### config.mk
export PLATFORM = sky130hd
export DESIGN_NAME = spectrum_bar_scanner_flat
export DESIGN_NICKNAME = d
export VERILOG_FILES = /design/src/rtl/spectrum_bar_scanner_if.sv /design/src/rtl/spectrum_bar_scanner.sv /design/src/flat_wrapper.sv
export SDC_FILE = /design/constraint.sdc
export NUM_CORES = 1
export LEC_CHECK = 0
export CAP_MARGIN = 30
export CORE_MARGIN = 1.5
export CORE_UTILIZATION = 55
export DETAILED_ROUTE_END_ITERATION = 10
export HOLD_SLACK_MARGIN = 0.03
export PLACE_DENSITY = 0.87
export SYNTH_ARGS = -nofsm -noshare
export SYNTH_HDL_FRONTEND = slang
export SYNTH_SLANG_ARGS = --single-unit
### constraint.sdc
create_clock -name clk -period 8.9 [get_ports clk]
set_input_delay 1.78 -clock clk [delete_from_list [all_inputs] [get_ports clk]]
set_output_delay 1.78 -clock clk [all_outputs]
set_load 0.02 [all_outputs]
### src/rtl/spectrum_bar_scanner_if.sv
// spectrum_bar_scanner_if: FFT band-magnitude handoff (done pulse plus eight 16-bit magnitudes)
interface spectrum_bar_scanner_if;
    logic             done;
    logic [7:0][15:0] mag;
    modport master (output done, mag);
    modport slave  (input  done, mag);
endinterface

### src/rtl/spectrum_bar_scanner.sv
// spectrum_bar_scanner: log2 bar quantiser with peak-hold, atomic commit and 8x8 LED column scan
module spectrum_bar_scanner #(
    parameter int SCAN_DIV         = 50000,
    parameter int PEAK_HOLD_FRAMES = 16
) (
    input  logic                  clk,
    input  logic                  rst_n,
    input  logic                  enable,
    spectrum_bar_scanner_if.slave fft,
    output logic [7:0]            col_sel,
    output logic [7:0]            row_data,
    output logic                  frame_latched,
    output logic                  overrun
);
    localparam logic [1:0] IDLE   = 2'd0;
    localparam logic [1:0] QUANT  = 2'd1;
    localparam logic [1:0] COMMIT = 2'd2;
    localparam int         CW     = $clog2(SCAN_DIV);

    logic [1:0]       state;
    logic [2:0]       band;
    logic [7:0][15:0] snap;
    logic [7:0][3:0]  peak;
    logic [7:0][7:0]  hold;
    logic [7:0][7:0]  work;
    logic [7:0][7:0]  disp;
    logic [CW-1:0]    cnt;
    logic [2:0]       column;
    logic [15:0]      mag;
    logic [3:0]       h;
    logic [3:0]       peak_nx;
    logic [7:0]       hold_nx;
    logic [7:0]       pat;

    // height, peak-hold step and column pattern for the band being quantised this cycle
    always_comb begin
        mag     = snap[band];
        h       = 4'd0;
        for (int i = 8; i < 16; i++) if (mag[i]) h = 4'(i - 7);
        peak_nx = peak[band];
        hold_nx = hold[band];
        if (h >= peak[band]) begin
            peak_nx = h;
            hold_nx = 8'(PEAK_HOLD_FRAMES);
        end else if (hold[band] != 8'd0) begin
            hold_nx = hold[band] - 8'd1;
        end else begin
            peak_nx = peak[band] - 4'd1;
        end
        pat = 8'((9'd1 << h) - 9'd1) | ((peak_nx != 4'd0) ? 8'(9'd1 << (peak_nx - 4'd1)) : 8'd0);
    end

    // frame FSM: snapshot, one band per QUANT cycle, then swap working patterns into the display
    always_ff @(posedge clk or negedge rst_n) begin
        if (!rst_n) begin
            state         <= IDLE;
            band          <= 3'd0;
            snap          <= '0;
            peak          <= '0;
            hold          <= '0;
            work          <= '0;
            disp          <= '0;
            frame_latched <= 1'b0;
            overrun       <= 1'b0;
        end else begin
            frame_latched <= enable && state == COMMIT;
            overrun       <= fft.done && state != IDLE;
            if (!enable) begin
                state <= IDLE;
                band  <= 3'd0;
            end else if (state == IDLE && fft.done) begin
                snap  <= fft.mag;
                band  <= 3'd0;
                state <= QUANT;
            end else if (state == QUANT) begin
                peak[band] <= peak_nx;
                hold[band] <= hold_nx;
                work[band] <= pat;
                band       <= band + 3'd1;
                state      <= (band == 3'd7) ? COMMIT : QUANT;
            end else begin
                if (state == COMMIT) disp <= work;
                state <= IDLE;
            end
        end
    end

    // column scan: dwell SCAN_DIV cycles per column, blank and restart from column 0 when disabled
    always_ff @(posedge clk or negedge rst_n) begin
        if (!rst_n) begin
            cnt      <= '0;
            column   <= 3'd0;
            col_sel  <= 8'd0;
            row_data <= 8'd0;
        end else if (!enable) begin
            cnt      <= '0;
            column   <= 3'd0;
            col_sel  <= 8'd0;
            row_data <= 8'd0;
        end else begin
            cnt      <= (cnt == CW'(SCAN_DIV - 1)) ? '0 : cnt + 1'b1;
            column   <= (cnt == CW'(SCAN_DIV - 1)) ? column + 3'd1 : column;
            col_sel  <= 8'd1 << column;
            row_data <= disp[column];
        end
    end
endmodule
### src/flat_wrapper.sv
// flat-port wrapper written by rule: the top's interface ports become plain ports
module spectrum_bar_scanner_flat 
#(
    parameter int SCAN_DIV         = 50000,
    parameter int PEAK_HOLD_FRAMES = 16
)
  (clk, rst_n, enable, col_sel, row_data, frame_latched, overrun, fft_done, fft_mag);
  spectrum_bar_scanner_if fft_i ();
  input  logic clk;
  input  logic rst_n;
  input  logic enable;
  output logic [7:0] col_sel;
  output logic [7:0] row_data;
  output logic frame_latched;
  output logic overrun;
  input wire logic [$bits(fft_i.done)-1:0] fft_done;
  input wire logic [$bits(fft_i.mag)-1:0] fft_mag;
  assign fft_i.done = fft_done;
  assign fft_i.mag = fft_mag;
  spectrum_bar_scanner #(.SCAN_DIV(SCAN_DIV), .PEAK_HOLD_FRAMES(PEAK_HOLD_FRAMES)) u_core (.clk(clk), .rst_n(rst_n), .enable(enable), .fft(fft_i), .col_sel(col_sel), .row_data(row_data), .frame_latched(frame_latched), .overrun(overrun));
endmodule
After elaboration in Yosys (flattened, before gate mapping)
Index checks and enable logic that the tools add are counted.
Storage, ports and cells
  register bits after elaboration: 394
  bits in latches: 0
  memory bits (writable): 0
  memory bits (read-only): 0
  output and inout bits: 18
  memories kept: 0
Operators by class
  $add $sub $neg: 7
  $mul: 0
  div/mod/pow operators: 0
  magnitude comparators: 4
  equal/unequal tests: 6
  shifts and indexed selects: 3
  muxes and demuxes: 41
  bitwise gates (word level): 3
  reductions and logical operators: 11
Operator list (count)
  bitwise mux 64 bit: 2
  2-to-1 mux 8 bit: 8
  binary-select mux 16 bit (select 3 bit): 1
  binary-select mux 8 bit (select 3 bit): 2
  2-to-1 mux 16 bit: 3
  2-to-1 mux 4 bit: 11
  bitwise mux 32 bit: 1
  demux 8 bit (select 3 bit): 1
  adder 16 x 1 -> 16 bit, second input constant: 1
  == test 16 bit, second input constant: 1
  left shift 1 x 4 -> 8 bit, first input constant: 2
  subtractor 8 x 1 -> 8 bit, second input constant: 2
  2-to-1 mux 3 bit: 5
  binary-select mux 4 bit (select 3 bit): 1
  demux 4 bit (select 3 bit): 1
  < comparator 3 x 4 -> 1 bit, second input constant: 2
  2-to-1 mux 2 bit: 4
  bitwise OR 8 bit: 1
  nonzero test 8 bit: 1
  left shift 1 x 3 -> 8 bit, first input constant: 1
  subtractor 4 x 1 -> 4 bit, second input constant: 2
  adder 3 x 1 -> 3 bit, second input constant: 2
  greater-or-equal comparator 4 bit: 1
  logical AND 1 bit: 4
  other kinds (14): 15

Logic depth before layout (Yosys ltp)
Gate-level depths: netlist (run 1).
  word-level depth: 17
  depth in mapped cells: 20
  gate-level depth less buffers: 15

Worst setup path after synthesis (run 1)
Ideal clock, no wire load.
  path kind: register to register
  start: register u_core.band[0]
  end: register u_core.work[15] (netlist name)
  setup time: 66 ps
  data arrival time: 4119 ps
  required time: 8834 ps
  slack: 4715 ps
  cell stages (with the launch flop): 17
  period minus slack after synthesis: 4185 ps
  cells stage by stage: dfrtp_1 > buf_2 > buf_2 > mux4_2 > mux2i_1 > o21ai_1 > or2_2 > nand2_1 > ha_1 > nand2b_1 > a21oi_1 > o21a_1 > clkbuf_1 > nor2_1 > a31o_2 > o41ai_4 > mux2_2
On the way
  word-level cells in the longest chain between the ends: 17
RTL lines
  from (decl): line spectrum_bar_scanner.sv:21  | logic [2:0] band;
  from (signal assigned): line spectrum_bar_scanner.sv:79  | band <= band + 3'd1;
  binary-select mux 16 bit (select 3 bit): line spectrum_bar_scanner.sv:37  | mag = snap[band];
  2-to-1 mux 16 bit (implied by the code): line spectrum_bar_scanner.sv:37
  2-to-1 mux 1 bit: line spectrum_bar_scanner.sv:39  | for (int i = 8; i < 16; i++) if (mag[i]) h = 4'(i - 7);
  2-to-1 mux 4 bit (7 in series): line spectrum_bar_scanner.sv:39
  greater-or-equal comparator 4 bit: line spectrum_bar_scanner.sv:42  | if (h >= peak[band]) begin
  2-to-1 mux 4 bit: line spectrum_bar_scanner.sv:42
  subtractor 4 x 1 -> 4 bit: line spectrum_bar_scanner.sv:50  | pat = 8'((9'd1 << h) - 9'd1) | ((peak_nx != 4'd0) ? 8'(9'd1 << (peak_nx - 4'd1)) : 8'd0);
  left shift 1 x 4 -> 8 bit: line spectrum_bar_scanner.sv:50
  2-to-1 mux 8 bit: line spectrum_bar_scanner.sv:50
  bitwise OR 8 bit: line spectrum_bar_scanner.sv:50
  bitwise mux 64 bit (*): line spectrum_bar_scanner.sv:78  | work[band] <= pat;
  to (signal, indexed assignment): line spectrum_bar_scanner.sv:78
  to (decl): line spectrum_bar_scanner.sv:25  | logic [7:0][7:0] work;
Every way passes the cells marked *; elsewhere a longest branch is shown, timed or not. The select of a mux whose other input is x is not followed.
A chain may end at the register's enable or synchronous reset.

Final worst setup path (run 1)
  start: register u_core.band[1]
  end: register u_core.work[32] (netlist name)
Same word-level chain as after synthesis.

==> impl_metrics.env, run 1 <==
export IMPL_ys_warn_count=0
export IMPL_numClockSinks=330
export IMPL_final_max_slew_violation_count=0
export IMPL_dpl_hpwl_um=21100
export IMPL_hold_viol=0
export IMPL_multi_input_area_um2=6260
export IMPL_dp_cells=1724
export IMPL_path_clk_slew_ns=0.07
export IMPL_critPathCapture="u_core.work[32]"
export IMPL_rrSetupSlack_ns=3.11
export IMPL_syn_area_per_cell_um2=11.0
export IMPL_first_pass_iters=7
export IMPL_ant_nets=0
export IMPL_final_core_util_pct=64.0
export IMPL_chipHeight_um=168
export IMPL_core_rowCount=60
export IMPL_drc=0
export IMPL_synth_nets=1505
export IMPL_grtUsageTotal_pct=25.1
export IMPL_yosysSeqAreaShare_pct=55.5
export IMPL_wirelength_um=34300
export IMPL_grtUsageMet3_pct=4.07
export IMPL_cts_hold_buf=0
export IMPL_fin_ws_ns=3.11
export IMPL_p_total_w=0.00407
export IMPL_power_density_nw_per_um2=238
export IMPL_num_vias=10645
export IMPL_diodes=0
export IMPL_hp_class="register to register"
export IMPL_worstPathArrival_ns=6.28
export IMPL_place_ws_ns=3.23
export IMPL_max_slew_margin_pct=26.3
export IMPL_dieArea_um2=28100
export IMPL_die_w_um=168
export IMPL_drt_iter0_markers=977
export IMPL_critPathMaxFanout=32
export IMPL_synth_async_reset_ratio_pct=100
export IMPL_p_seq_share_pct=43.2
export IMPL_maxCapViolations=0
export IMPL_start_kind="register"
export IMPL_areaGrowthSynthToFinish_pct=14.9
export IMPL_period_share_pct=65.1
export IMPL_globalplace_congestion=0.914
export IMPL_switching_share_pct=31.0
export IMPL_drive_above_1_share_pct=17.4
export IMPL_finalNonFillerCells=1782
export IMPL_yosys_register_bits=330
export IMPL_top_usage_layer="met2"
export IMPL_outcome="completed"
export IMPL_cts_buffers=31
export IMPL_period_needed_ns=5.79
export IMPL_fmaxAchievable_mhz=173
export IMPL_clockPowerShare_pct=34.2
export IMPL_ctsResizeCount=0
export IMPL_worstSetupPathType="register to register"
export IMPL_clockBufferDepth=3
export IMPL_endpoint_kind="register"
export IMPL_rsz0062_at_grt="no"
export IMPL_worst_slew_pin_slew_ns=1.11
export IMPL_start_util_pct=55.7
export IMPL_crit_start="u_core.band[1]"
export IMPL_root_buffer="clkbuf_16"
export IMPL_io_buffers=85
export IMPL_r2r_cells=14
export IMPL_syn_area_um2=14900
export IMPL_gr_total_overflow=0
export IMPL_htreeDepth=1
export IMPL_required_ns=9.39
export IMPL_use_met2_pct=43.4
export IMPL_clk_latency_ns=0.58
export IMPL_synth_edff_count=0
export IMPL_cts_tree="built"
export IMPL_final_nets=1564
export IMPL_viasPerCell=5.97
export IMPL_peakVddDrop_v=0.000219
export IMPL_fin_skew_ns=0.0150
export IMPL_seqCellArea_um2=8260
export IMPL_fill_cells=1932
export IMPL_grt_first_pass_wirelength_um=56800
export IMPL_rr_startpoint="u_core.band[1]"
export IMPL_fin_tns_setup_ns=0
export IMPL_r2r_end="u_core.work[32]"
export IMPL_synth_main_ff_cell="dfrtp_1"
export IMPL_wire_per_inst_um=19.2
export IMPL_grt_start_max_net_pins=182
export IMPL_grt_pass1_vias=11151
export IMPL_io_pin_count=150
export IMPL_antenna_found_initial=0
export IMPL_core_area_um2=26700
export IMPL_post_cts_setup_buffer_count=0
export IMPL_p_sw_w=0.00126
export IMPL_yosysUniqueCellTypes=71
export IMPL_p_leak_nw=7.88
export IMPL_use_met1_pct=31.6
export IMPL_setup_viol=0
export IMPL_synthCells=1357
export IMPL_intPower_w=0.00281
export IMPL_combPwrFrac_pct=22.7
metrics by stage:
step	hold slack (ns)	instance area, um2
final	0.467	17100
after global routing	0.477	17100
after CTS	0.468	17100
after detailed placement	0.450	16000
after global placement	0.446	16000
after floorplan	0.425	14900
area by class of cell:
type                            count  share of cell area [%]
Clock buffer                       42                    5.13
Clock inverter                     16                    1.23
Inverter                           17                   0.373
Multi-Input combinational cell    932                    36.6
Sequential cell                   330                    48.3
Tap cell                          341                    2.49
Timing Repair Buffer              104                    5.91
synthesized netlist by cell type (all sizes together), types with 5 or more instances:
| cell type | instances | area, um2 |
|---|---|---|
| nand2 | 333 | 1250 |
| nand2b | 8 | 50.1 |
| dfrtp | 330 | 8260 |
| clkbuf | 51 | 191 |
| mux2 | 114 | 1280 |
| and3 | 13 | 81.3 |
| nand4 | 7 | 50.1 |
| and2 | 9 | 56.3 |
| or3 | 5 | 31.3 |
| xnor2 | 10 | 87.6 |
| nor2b | 6 | 37.5 |
| inv | 16 | 60.1 |
| nand3 | 12 | 65.1 |
| o21ai | 31 | 155 |
| xor2 | 10 | 87.6 |
| ha | 16 | 200 |
| nor3 | 6 | 30.0 |
| mux2i | 23 | 234 |
| mux4 | 39 | 878 |
| nor3b | 5 | 37.5 |
| nor2 | 120 | 450 |
| a31oi | 12 | 75.1 |
| buf | 27 | 134 |
| a21oi | 66 | 330 |
| a41oi | 6 | 90.1 |
| a22oi | 6 | 45.0 |
| a21boi | 9 | 67.6 |
| o31ai | 9 | 67.6 |
cell usage in the layout (no fill, tap or decap), types with 4 or more instances in the layout:
cell type          n
a21boi_0           8
a21oi_1           66
a221oi_1           4
a22oi_1            6
a31oi_1           12
a41oi_2            5
and2_1             9
and3_1            13
buf_4             18
bufinv_16          4
clkbuf_1           5
clkbuf_16         31
clkbuf_8           6
clkdlybuf4s50_1   84
clkinv_2           6
dfrtp_1          328
ha_1              16
inv_1             14
mux2_2           112
mux2i_1           22
mux4_2            39
nand2_1          333
nand2b_1           8
nand3_1           11
nand4_1            6
nor2_1           116
nor2_2             4
nor2b_1            6
nor3_1             6
nor3b_1            4
o21a_1             4
o21ai_0           29
o31ai_1            9
or2_2              4
or3_1              5
xnor2_1           10
xor2_1            10
sequential cells by signal, indices dropped and copies added (netlist names), 3 cells and up:
register,flops
u_core.row_data,8
u_core.disp,64
u_core.snap,64
u_core.work,64
u_core.column,3
u_core.cnt,16
u_core.hold,64
u_core.col_sel,8
u_core.band,3
u_core.peak,32
power by group through the flow:
stage	registers, W	clock network [W]	logic (W)
2_1_floorplan	0.00175	0	0.000667
3_3_place_gp	0.00177	0	0.000860
3_5_place_dp	0.00178	0	0.000899
4_1_cts	0.00175	0.00140	0.000908
5_1_grt	0.00177	0.00147	0.00101
6_report	0.00176	0.00139	0.000921
logic make-up after synthesis:
logic type / count (synthesis) / share of synthesized area (%)
simple gates: 541 / 15.3
fa+ha+maj: 16 / 1.34
buf+inv: 95 / 2.61
flops: 330 / 55.5
mux: 176 / 16.1
compound gates: 179 / 8.07
xor+xnor: 20 / 1.18
worst min-delay path by stage:
| stage | start | to | slack (ns) | cells after the start |
|---|---|---|---|---|
| floorplan | u_core.cnt[0] | u_core.cnt[0] | 0.43 | 1 |
| global placement | u_core.work[63] | u_core.disp[63] | 0.45 | 2 |
| detailed placement | u_core.work[19] | u_core.disp[19] | 0.45 | 2 |
| CTS | u_core.work[5] | u_core.disp[5] | 0.47 | 2 |
| global route | u_core.cnt[0] | u_core.cnt[0] | 0.48 | 1 |
| finish | u_core.work[28] | u_core.disp[28] | 0.47 | 2 |
metal layers:
layer,part of all wire [%],up-vias
li1,-,4779
met1,40,5385
met2,51,382
met3,6.1,99
met4,3.1,0
met5,0,-
critical path, stage by stage, from the launching register on:
cell and delay, ns:
dfrtp_2 0.70, buf_4 0.55, mux4_2 0.58, mux2i_2 0.55, inv_1 0.27, a31oi_1 0.22, a31oi_1 0.12, inv_1 0.12
ha_1 0.23, a21oi_1 0.17, o21a_1 0.47, nor2_1 0.11, a31oi_1 0.79, a41oi_2 0.51, a21oi_1 0.30
Power figures use the tool's default switching activity.
==> inputs of run 2 (changes only) <==
clock period = 5.6 ns   (was 8.9 ns; I/O delays follow)
==> run 2 against run 1 <==
  * Total power grew 62%
  * Sequential power grew 59%
  * Routed wire length grew 0.11%
  * Sequential share of layout area shrank 0.40 points
  * Design area grew 0.83%
  * Die area is the same
  * Via count grew 1.3%
  * Final cell count grew 0.79%
  * Combinational power grew 64%
  * Count of clock-buffer cells in the layout grew 8
==> impl_metrics.env, run 2 (synthesis gave the netlist of run 1 again) <==
export IMPL_outcome="completed"
export IMPL_rsz0062_at_grt="no"
export IMPL_drive_above_1_share_pct=18.1
export IMPL_hp_class="register to register"
export IMPL_fin_ws_ns=0.344
export IMPL_worst_slew_pin_slew_ns=0.999
export IMPL_drc=0
export IMPL_io_pin_count=150
export IMPL_setup_viol=0
export IMPL_max_slew_margin_pct=33.4
export IMPL_numClockSinks=330
export IMPL_start_kind="register"
export IMPL_hold_viol=0
export IMPL_fmaxAchievable_mhz=190
export IMPL_cts_tree="built"
export IMPL_drt_iter0_markers=1175
export IMPL_r2r_cells=15
export IMPL_chipHeight_um=168
export IMPL_cts_buffers=34
export IMPL_start_util_pct=55.7
export IMPL_required_ns=5.96
export IMPL_gr_total_overflow=0
export IMPL_power_density_nw_per_um2=383
export IMPL_wirelength_um=34300
export IMPL_wire_per_inst_um=19.1
export IMPL_endpoint_kind="register"
export IMPL_final_max_slew_violation_count=0
export IMPL_globalplace_congestion=0.874
export IMPL_final_common_cell="nand2_1"
export IMPL_first_pass_iters=8
export IMPL_ant_nets=0
export IMPL_clk_latency_ns=0.52
export IMPL_place_ws_ns=0.554
export IMPL_maxCapViolations=0
export IMPL_final_core_util_pct=64.5
export IMPL_dieArea_um2=28100
export IMPL_min_delay_path_depth=2
export IMPL_dpl_hpwl_um=21700
export IMPL_grtUsageTotal_pct=25.2
export IMPL_p_leak_nw=7.98
export IMPL_diodes=0
export IMPL_postPlaceCellArea_um2=16100
export IMPL_grt_pass1_vias=11148
export IMPL_grt_start_max_net_pins=133
export IMPL_worstSetupPathType="register to register"
export IMPL_peakVddDrop_v=0.000378
export IMPL_final_cell_mix="nand2_1 (333), dfrtp_1 (328), nor2_1 (116), mux2_2 (112), clkdlybuf4s50_1 (84)"
export IMPL_post_cts_setup_buffer_count=0
export IMPL_design_area_um2=17200
export IMPL_period_needed_ns=5.26
export IMPL_grt_first_pass_wirelength_um=56700
export IMPL_num_vias=10785
export IMPL_clockBufferDepth=3
export IMPL_worstPathArrival_ns=5.61
export IMPL_fin_tns_setup_ns=0
export IMPL_viasPerCell=6.01
export IMPL_fill_cells=1912
export IMPL_die_w_um=168
export IMPL_core_rowCount=60
export IMPL_root_buffer="clkbuf_16"
export IMPL_htreeDepth=2
export IMPL_path_clk_slew_ns=0.06
export IMPL_antenna_found_initial=0
export IMPL_final_nets=1578
export IMPL_ctsResizeCount=0
export IMPL_cts_hold_buf=0
export IMPL_areaGrowthSynthToFinish_pct=15.8
export IMPL_critPathMaxFanout=25
export IMPL_fin_skew_ns=0.0285
export IMPL_period_share_pct=93.9
export IMPL_core_area_um2=26700
export IMPL_io_buffers=85
==> run 2: cell types whose count changed in the layout (fill, tap and decap cells not counted), sizes merged <==
| cell | delta |
|---|---|
| clkinv | -1 |
| buf | +11 |
| bufinv | -1 |
| clkbuf | +8 |
| clkinvlp | -3 |
==> run 2: path summary, 6_finish.rpt <==
kind	end	slack, ns	startpoint
max	u_core.work[35]	0.34	u_core.band[1]
min	u_core.disp[6]	0.47	u_core.work[6]
max reg2reg	u_core.work[35]	0.34	u_core.band[1]
min reg2reg	u_core.disp[6]	0.47	u_core.work[6]
max in group asynchronous	u_core.disp[40]	3.58	rst_n
min in group asynchronous	u_core.cnt[15]	0.69	rst_n
==> run 2: cell type report <==
cell class	count	area, um2	area share [%]
clock buffer	50	1010	5.87
clock inverter	11	134	0.776
inverter	17	63.8	0.370
multi-input combinational	932	6260	36.3
sequential	330	8260	47.9
tap	341	427	2.47
timing repair buffer	115	1090	6.34
==> run 2: power by group <==
part           internal (W)  switching [W]
logic              0.000552       0.000959
registers           0.00264       0.000150
clock network       0.00139       0.000901
total               0.00459        0.00201
==> run 2: through the flow <==
stage,power [W],hold WS [ns],std cells
CTS,0.00660,0.465,1796
detailed placement,0.00430,0.449,1735
global route,0.00690,0.479,1796
global placement,0.00422,0.441,1735
floorplan,0.00384,0.425,1357
finish,0.00660,0.466,1796
==> run 2: metal layers <==
metal  global-route usage, %  wire length, um  vias to the layer above
met3                    4.14             2280                      113
met4                    10.2             1170                        0
met2                    42.9            17100                      438
li1                        -                -                     4825
met1                    32.3            13800                     5409
met5                       0                0                        -
==> run 2: critical path: stages (launching register included) <==
cell and delay [ns]:
dfrtp_2 0.77, buf_4 0.42, mux4_2 0.57, mux2i_2 0.55
inv_1 0.25, a31oi_1 0.21, a31oi_1 0.12, inv_1 0.12
ha_1 0.23, a21oi_1 0.19, o21a_1 0.43, nand2_1 0.10
mux2i_1 0.24, a31oi_1 0.15, a41oi_2 0.58, a21oi_1 0.15
==> inputs of run 3 (changes only) <==
CTS_CLUSTER_DIAMETER = 50   (was default)
==> run 3 against run 2 <==
  * Sequential power about the same
  * Routed wire length increased by 1.0%
  * Highest routed layer unchanged
  * Largest power group unchanged
  * Final cell count about the same
  * Sequential share of layout area increased by 0.052 points
  * Setup slack improved by 0.074 ns
  * Utilization decreased by 0.070 points
  * Design area decreased by 0.11%
==> impl_metrics.env, run 3 (synthesis gave the netlist of run 1 again) <==
export IMPL_maxCapViolations=0
export IMPL_diodes=0
export IMPL_fin_skew_ns=0.0222
export IMPL_power_density_nw_per_um2=380
export IMPL_first_pass_iters=7
export IMPL_setup_viol=0
export IMPL_core_rowCount=60
export IMPL_worst_slew_pin_slew_ns=0.997
export IMPL_min_delay_path_depth=2
export IMPL_dp_cells=1735
export IMPL_final_cell_mix="nand2_1 (333), dfrtp_1 (328), nor2_1 (116), mux2_2 (112), clkdlybuf4s50_1 (84)"
export IMPL_core_area_um2=26700
export IMPL_outcome="completed"
export IMPL_ctsResizeCount=0
export IMPL_min_to="u_core.disp[35]"
export IMPL_r2r_cells=14
export IMPL_start_kind="register"
export IMPL_worstPathArrival_ns=5.61
export IMPL_hold_viol=0
export IMPL_rr_startpoint="u_core.band[1]"
export IMPL_post_cts_setup_buffer_count=0
export IMPL_rrSetupSlack_ns=0.42
export IMPL_wirelength_um=34700
export IMPL_grtUsageTotal_pct=25.4
export IMPL_clockBufferDepth=3
export IMPL_num_vias=10730
export IMPL_period_share_pct=92.5
export IMPL_ant_nets=0
export IMPL_fin_tns_setup_ns=0
export IMPL_drt_iter0_markers=1113
export IMPL_drive_above_1_share_pct=18.1
export IMPL_period_needed_ns=5.18
export IMPL_drc=0
export IMPL_chipHeight_um=168
export IMPL_cts_buffers=35
export IMPL_io_pin_count=150
export IMPL_fmaxAchievable_mhz=193
export IMPL_root_buffer="clkbuf_16"
export IMPL_globalplace_congestion=0.874
export IMPL_io_buffers=85
export IMPL_r2r_end="u_core.work[11]"
export IMPL_final_max_slew_violation_count=0
export IMPL_path_clk_slew_ns=0.06
export IMPL_critPathMaxFanout=25
export IMPL_max_slew_margin_pct=33.5
export IMPL_cts_tree="built"
export IMPL_numClockSinks=330
export IMPL_p_leak_nw=7.96
export IMPL_die_w_um=168
export IMPL_dpl_hpwl_um=21700
export IMPL_cts_hold_buf=0
export IMPL_rsz0062_at_grt="no"
export IMPL_hp_start="u_core.work[35]"
export IMPL_worstSetupPathType="register to register"
export IMPL_finalNonFillerCells=1797
export IMPL_wire_per_inst_um=19.3
export IMPL_dieArea_um2=28100
export IMPL_grt_pass1_vias=11193
export IMPL_peakVddDrop_v=0.000370
export IMPL_holdWs_ns=0.463
export IMPL_areaGrowthSynthToFinish_pct=15.7
export IMPL_clk_latency_ns=0.51
export IMPL_hp_class="register to register"
export IMPL_grt_start_max_net_pins=133
export IMPL_antenna_found_initial=0
export IMPL_htreeDepth=2
export IMPL_viasPerCell=5.97
export IMPL_final_nets=1579
export IMPL_required_ns=6.03
export IMPL_start_util_pct=55.7
export IMPL_endpoint_kind="register"
export IMPL_final_common_cell="nand2_1"
export IMPL_gr_total_overflow=0
export IMPL_grt_first_pass_wirelength_um=56900
-- run 3: cell count changes in the layout (fill, tap and decap cells not counted) --
cell        delta
bufinv_16      -2
clkbuf_8       +2
clkinv_4       +1
clkinvlp_4     +2
clkinv_2       -2
-- run 3: layer usage --
layer | global-route usage (%) | up-vias | routed length, um
met3 | 4.18 | 100 | 2360
met4 | 10.8 | 0 | 1190
met5 | 0 | - | 0
met1 | 32.1 | 5371 | 13700
met2 | 43.5 | 433 | 17400
li1 | - | 4826 | -
-- run 3: through the flow --
step | util [%] | total power, W | setup WS [ns] | instance area, um2
after CTS | 64.5 | 0.00655 | 0.517 | 17200
after floorplan | - | 0.00384 | 1.42 | 14900
final | 64.5 | 0.00654 | 0.418 | 17200
after detailed placement | 60.3 | 0.00430 | 0.554 | 16100
after global routing | 64.5 | 0.00685 | 0.116 | 17200
after global placement | 60.3 | 0.00422 | 0.671 | 16100
-- run 3: worst max-delay path by stage --
| stage | from | end |
|---|---|---|
| 6_report | u_core.band[1] | u_core.work[11] |
| 5_1_grt | u_core.band[2] | u_core.work[16] |
| 4_1_cts | u_core.band[1] | u_core.work[44] |
| 3_5_place_dp | u_core.band[1] | u_core.work[44] |
| 3_3_place_gp | u_core.band[1] | u_core.work[59] |
| 2_1_floorplan | u_core.band[0] | u_core.work[15] |
-- run 3: area by class of cell --
class	count	area [um2]
clock inverter	10	87.6
timing repair buffer	115	1090
sequential	330	8260
multi-input combinational	932	6260
inverter	17	63.8
clock buffer	52	1040
tap	341	427
fill	1914	9500
-- run 3: report_power, final --
| part | internal [W] | switching, W |
|---|---|---|
| Sequential | 0.00264 | 0.000149 |
| Combinational | 0.000552 | 0.000950 |
| Clock | 0.00133 | 0.000914 |
| Total | 0.00453 | 0.00201 |
-- run 3: critical path, cell delays in order, from the launching register on --
cell and delay (ns):
dfrtp_2 0.75, buf_4 0.41, mux4_2 0.56, mux2i_2 0.55, inv_1 0.25, a31oi_1 0.21
a31oi_1 0.11, inv_1 0.12, ha_1 0.23, a21oi_1 0.19, o21a_1 0.44, nor2_1 0.10
a31oi_1 0.46, a41oi_2 0.43, a21oi_1 0.26
